`config.mk`:
```
export PLATFORM = sky130hd
export DESIGN_NAME = wb_arbiter_flat
export DESIGN_NICKNAME = d
export VERILOG_FILES = /design/src/rtl/wb_arbiter_if.sv /design/src/rtl/wb_arbiter.sv /design/src/flat_wrapper.sv
export SDC_FILE = /design/constraint.sdc
export NUM_CORES = 1
export LEC_CHECK = 0
export CORE_MARGIN = 2
export CORE_UTILIZATION = 47
export CTS_CLUSTER_DIAMETER = 30
export DETAILED_ROUTE_END_ITERATION = 7
export DONT_BUFFER_PORTS = 1
export GPL_TIMING_DRIVEN = 0
export SYNTH_ARGS = -nofsm -noshare
export SYNTH_HDL_FRONTEND = slang
export SYNTH_SLANG_ARGS = --single-unit
```
`constraint.sdc`:
```
create_clock -name clk -period 5.87 [get_ports clk]
set_clock_uncertainty 0.05 [all_clocks]
set_input_delay 0.2935 -clock clk [delete_from_list [all_inputs] [get_ports clk]]
set_output_delay 0.2935 -clock clk [all_outputs]
set_load 0.005 [all_outputs]
```
`src/rtl/wb_arbiter_if.sv`:
```
// Write-back bus between the functional units and the write-back arbiter.
// The master side is the FU/register-file environment; the slave side is the arbiter.
interface wb_arbiter_if #(
    parameter int unsigned DW  = 32,
    parameter int unsigned NFU = 5
);
    logic [NFU-1:0]     fu_valid;
    logic [NFU-1:0]     fu_ready;
    logic [5*NFU-1:0]   fu_rd;
    logic [DW*NFU-1:0]  fu_data;
    logic               wb_en;
    logic [4:0]         wb_rd;
    logic [DW-1:0]      wb_data;
    logic [2:0]         wb_src;
    logic [NFU-1:0]     done;
    logic               busy;

    modport master (
        output fu_valid, fu_rd, fu_data,
        input  fu_ready, wb_en, wb_rd, wb_data, wb_src, done, busy
    );

    modport slave (
        input  fu_valid, fu_rd, fu_data,
        output fu_ready, wb_en, wb_rd, wb_data, wb_src, done, busy
    );
endinterface

```
`src/rtl/wb_arbiter.sv`:
```
// Write-back arbiter: one holding slot per functional unit, round-robin grant of a
// single full slot per cycle onto a registered register-file write port.
module wb_arbiter #(
    parameter int unsigned DW  = 32,
    parameter int unsigned NFU = 5   // at most 8, wb_src is 3 bits
) (
    input  logic        clk,
    input  logic        rst,      // asynchronous, active low
    wb_arbiter_if.slave bus
);

    logic [NFU-1:0]          full_q, full_d;
    logic [NFU-1:0][4:0]     rd_q;
    logic [NFU-1:0][DW-1:0]  data_q;
    logic [2:0]              ptr_q, ptr_d;

    logic                    wb_en_q;
    logic [4:0]              wb_rd_q;
    logic [DW-1:0]           wb_data_q;
    logic [2:0]              wb_src_q;
    logic [NFU-1:0]          done_q;

    logic                    gnt_valid;
    logic [2:0]              gnt_idx;
    logic [NFU-1:0]          gnt_oh;
    logic [NFU-1:0]          ready;
    logic [NFU-1:0]          load;

    // Round-robin pick of the first full slot at or after ptr.
    always_comb begin
        gnt_valid = 1'b0;
        gnt_idx   = '0;
        gnt_oh    = '0;
        // Walk from the far end so the closest slot to ptr wins last.
        for (int k = NFU - 1; k >= 0; k--) begin
            int idx;
            idx = int'(ptr_q) + k;
            if (idx >= int'(NFU)) begin
                idx = idx - int'(NFU);
            end
            if (full_q[idx]) begin
                gnt_valid = 1'b1;
                gnt_idx   = 3'(idx);
                gnt_oh    = '0;
                gnt_oh[idx] = 1'b1;
            end
        end
    end

    // Slot acceptance and next-state of full flags and pointer.
    always_comb begin
        ready  = ~full_q | gnt_oh;
        load   = bus.fu_valid & ready;
        // A granted slot that is reloaded in the same cycle stays full.
        full_d = load | (full_q & ~gnt_oh);
        ptr_d  = ptr_q;
        if (gnt_valid) begin
            ptr_d = (gnt_idx == 3'(NFU - 1)) ? 3'd0 : gnt_idx + 3'd1;
        end
    end

    // Holding slots and arbitration pointer.
    always_ff @(posedge clk or negedge rst) begin
        if (!rst) begin
            full_q <= '0;
            rd_q   <= '0;
            data_q <= '0;
            ptr_q  <= '0;
        end else begin
            full_q <= full_d;
            ptr_q  <= ptr_d;
            for (int i = 0; i < int'(NFU); i++) begin
                if (load[i]) begin
                    rd_q[i]   <= bus.fu_rd[5*i +: 5];
                    data_q[i] <= bus.fu_data[DW*i +: DW];
                end
            end
        end
    end

    // Registered write-back port; address/data/source hold when nothing is granted.
    always_ff @(posedge clk or negedge rst) begin
        if (!rst) begin
            wb_en_q   <= 1'b0;
            wb_rd_q   <= '0;
            wb_data_q <= '0;
            wb_src_q  <= '0;
            done_q    <= '0;
        end else if (gnt_valid) begin
            wb_en_q   <= (rd_q[gnt_idx] != 5'd0);
            wb_rd_q   <= rd_q[gnt_idx];
            wb_data_q <= data_q[gnt_idx];
            wb_src_q  <= gnt_idx;
            done_q    <= gnt_oh;
        end else begin
            wb_en_q   <= 1'b0;
            done_q    <= '0;
        end
    end

    assign bus.fu_ready = ready;
    assign bus.wb_en    = wb_en_q;
    assign bus.wb_rd    = wb_rd_q;
    assign bus.wb_data  = wb_data_q;
    assign bus.wb_src   = wb_src_q;
    assign bus.done     = done_q;
    assign bus.busy     = (|full_q) | wb_en_q | (|done_q);

endmodule
```
`src/flat_wrapper.sv`:
```
// flat-port wrapper written by rule: the top's interface ports become plain ports
module wb_arbiter_flat 
#(
    parameter int unsigned DW  = 32,
    parameter int unsigned NFU = 5                                 
)
  (clk, rst, bus_fu_valid, bus_fu_rd, bus_fu_data, bus_fu_ready, bus_wb_en, bus_wb_rd, bus_wb_data, bus_wb_src, bus_done, bus_busy);
  wb_arbiter_if #(.DW(DW), .NFU(NFU)) bus_i ();
  input  logic clk;
  input  logic rst;
  input wire logic [$bits(bus_i.fu_valid)-1:0] bus_fu_valid;
  input wire logic [$bits(bus_i.fu_rd)-1:0] bus_fu_rd;
  input wire logic [$bits(bus_i.fu_data)-1:0] bus_fu_data;
  output wire logic [$bits(bus_i.fu_ready)-1:0] bus_fu_ready;
  output wire logic [$bits(bus_i.wb_en)-1:0] bus_wb_en;
  output wire logic [$bits(bus_i.wb_rd)-1:0] bus_wb_rd;
  output wire logic [$bits(bus_i.wb_data)-1:0] bus_wb_data;
  output wire logic [$bits(bus_i.wb_src)-1:0] bus_wb_src;
  output wire logic [$bits(bus_i.done)-1:0] bus_done;
  output wire logic [$bits(bus_i.busy)-1:0] bus_busy;
  assign bus_i.fu_valid = bus_fu_valid;
  assign bus_i.fu_rd = bus_fu_rd;
  assign bus_i.fu_data = bus_fu_data;
  assign bus_fu_ready = bus_i.fu_ready;
  assign bus_wb_en = bus_i.wb_en;
  assign bus_wb_rd = bus_i.wb_rd;
  assign bus_wb_data = bus_i.wb_data;
  assign bus_wb_src = bus_i.wb_src;
  assign bus_done = bus_i.done;
  assign bus_busy = bus_i.busy;
  wb_arbiter #(.DW(DW), .NFU(NFU)) u_core (.clk(clk), .rst(rst), .bus(bus_i));
endmodule
```
==> metrics.md <==
| Metric | Value |
|---|---|
| Syn Nets | `1220` |
| Total Die Area | `between 20000 and 30000 sq um` |
| Area leader, netlist | `dfrtp_1` |
| Wire per inst | `22.1 um` |
| Congestion Overflow GR | `0` |
| DP Wirelength | `23600 um` |
| Seq cells post-synth | `around 240` |
| FF-to-FF Start | `u_core.ptr_q[2]` |
| Setup TNS | `0 ns` |
| Clock sink count | `between 200 and 250` |
| Number of synthesized flops with an enable pin | `0` |
| Maximum clock rate | `183 MHz` |
| Mapped Area | `between 10000 and 15000 sq um` |
| Design area | `16700 sq um` |
| Antenna Nets Post-Route | `0` |
| Post-synthesis sequential area ratio | `between 40% and 50%` |
| Die width | `about 170 um` |
| Clk buf depth | `3` |
| Initial antenna violation count | `1` |
| Reg-to-reg setup timing slack | `0.41 ns` |
| Worst-case reg-to-reg path depth | `17` |
| Status | `complete, no violations` |
| I/O pins | `244` |
| Timing endpoint of the critical path | `u_core.bus.wb_data[25]` |
| CTS Buf Count | `between 50 and 60` |
| Count leader, synth | `dfrtp_1` |
| Setup Viol. Count Final | `0` |
| WP data arrival | `about 5.9 ns` |
| Crit path kind | `flip-flop to flip-flop` |
| Hold Vio Cnt, Final | `0` |
| Unique masters post-synth | `86` |
| Core Area | `26000 sq um` |
| Vias | `9032` |
| Skew-Pair Late Insertion Delay | `about 0.55 ns` |
| TritonRoute pass-1 iters | `5` |
| Via density | `5.52` |
| Period minus WS final | `5.46 ns` |
| Fin. max-slew vios | `0` |
| Post-synth top area share | `48.3%` |
| Cts repair resizes | `0` |
| DRT iter0 DRCs | `416` |
| Final wirelength | `36300 um` |
| Layout Cells excl Fill | `1637` |
| HP Class | `input port to flip-flop` |
| CP Max Fanout | `10` |
| Max-Cap Viols | `0` |
| Yosys warnings | `0` |
| Syn Inst Count | `1007` |
| WL met3 | `2290 um` |
| Die Height | `166 um` |
| Layout cells sized above 1 | `24.9%` |
| Top cells by area, synth | `dfrtp_1 48%, mux2_2 14%, mux2i_1 12%` |
| Met2 wire length | `about 17000 um` |
| GR Util All Layers | `26.1%` |
| Clock root cell | `clkbuf_16` |
| Largest net degree at the start of global routing | `240` |
| Antenna cells | `0` |
| CP Launch Point | `u_core.ptr_q[2]` |
| Top layer in use | `met5` |
| Final Wtd Congestion | `0.863` |
| Top post-synthesis cells by count | `239 x dfrtp_1, 153 x mux2_2, 146 x mux2i_1` |
| Initial Utilization | `47.7%` |
| Syn-to-layout area delta | `34.5%` |
| Vias in the first global route | `between 9000 and 10000` |
| Port bufs | `0` |
| R2R Path End | `u_core.bus.wb_data[25]` |
| Rel. slew slack | `35.9%` |
| Nets | `1470` |
| CTS clk-pin slew, worst paths | `0.05 ns` |
| H-tree depth | `2` |
| CP Launch Type | `flip-flop` |
| CTS tree | `yes` |
| Fin crit share | `93.0%` |
| Average cell area after synthesis | `12.3 sq um` |
| Critical Path RT | `between 6 and 7 ns` |
| Top FF cell, synth | `dfrtp_1` |
| DRT met1 WL | `15800 um` |
| RSZ-0062 raised after global routing | `false` |
| Placed cell count | `1342` |
| First-pass GRT wire length | `56900 um` |
| Asr flop ratio synth | `100%` |
| FP Rows | `59` |
| Measured slew at the worst slew-check pin | `a little under 1 ns` |
| DRC | `0` |
| CP endpoint kind | `flip-flop` |
| Area post-placement | `12800 sq um` |
==> area by class of cell <==
cell class	count	area [sq um]
clock buffers	80	1610
multi-input cells	682	5880
inverters	21	82.6
fillers	2002	9320
plain buffers	65	450
flip-flops and latches	239	5980
repair buffers	193	1970
well taps	335	419
clock inverters	22	278
==> state kept, by name, summed over array words and instances, names as in the netlist <==
register,flops
u_core.bus.done,5
u_core.ptr_q,3
u_core.bus.wb_en,1
u_core.rd_q,25
u_core.bus.wb_data,32
u_core.bus.wb_src,3
u_core.full_q,5
u_core.data_q,160
u_core.bus.wb_rd,5
==> how the worst min path moves through the flow <==
stage	depth (start not counted)	slack [ns]	from	endpoint
after floorplan	0	-0.05	rst	u_core.bus.done[0]
after global placement	0	-0.04	rst	u_core.ptr_q[0]
after detailed placement	0	-0.04	rst	u_core.full_q[0]
after CTS	2	0.10	bus_fu_valid[1]	u_core.data_q[59]
after global routing	2	0.12	bus_fu_valid[1]	u_core.data_q[56]
final	2	0.14	bus_fu_valid[1]	u_core.data_q[56]
==> layer usage <==
metal | GRT usage (%) | vias up
met5 | 0 | -
met4 | 8.21 | 2
met3 | 6.05 | 71
met2 | 42.9 | 291
met1 | 34.5 | 4516
li1 | - | 4152
==> stage by stage <==
step / setup slack (ns) / utilization [%] / hold WS (ns)
6_report: 0.410 / 64.1 / 0.136
5_1_grt: 0.0597 / 64.1 / 0.123
3_3_place_gp: 0.484 / 49.3 / -0.0422
2_1_floorplan: 1.67 / - / -0.0521
3_5_place_dp: 0.527 / 49.3 / -0.0416
4_1_cts: 0.494 / 64.0 / 0.101
==> cell families after synthesis <==
logic type | share of synthesized area (%)
flops | 48.3
buf+inv | 4.30
simple gates | 7.12
mux | 29.3
compound gates | 8.21
xor+xnor | 0.626
fa+ha+maj | 2.18
==> timing repair <==
item,4_1_cts,5_1_grt
hold buffers,192,0
hold endpoints to repair,429,0
setup buffers,0,0
==> placed cells by master, fill, tap and decap left out, types with 4 or more instances in the layout <==
cell type,synthesis,routed
clkbuf_16,0,57
ha_1,20,20
nand2b_1,12,12
nand2_1,65,65
o21ai_0,19,19
mux2_2,153,153
nor2_1,32,32
clkinv_2,1,15
a311oi_1,4,4
nand3_1,14,14
buf_6,15,15
clkbuf_8,0,10
nor2b_1,9,9
xnor2_1,5,5
mux2i_1,146,146
mux2_1,35,35
inv_1,18,18
buf_4,16,16
clkbuf_1,14,27
o21ai_1,34,34
and2_1,7,7
dlygate4sd3_1,0,191
a21oi_1,19,19
dfrtp_1,239,239
buf_2,18,18
a21o_1,5,5
bufinv_16,0,6
nand4_1,4,4
a211oi_1,4,4
nor3_1,8,8
a31oi_1,6,6
==> critical path, stage by stage, from the launching register on <==
cell	delay [ns]
dfrtp_1	0.46
buf_2	0.28
clkbuf_1	0.46
inv_1	0.29
ha_1	0.35
clkbuf_1	0.28
and3_1	0.28
o21ai_0	0.25
a211oi_1	0.18
o21bai_1	0.34
buf_2	0.27
nor2_1	0.16
nand3_1	0.30
inv_1	0.34
buf_2	0.28
buf_1	0.54
nand2_1	0.14
o21ai_1	0.11
Power is not shown: default switching activity piles up to over one toggle a cycle in this logic, so the estimate is an artifact.
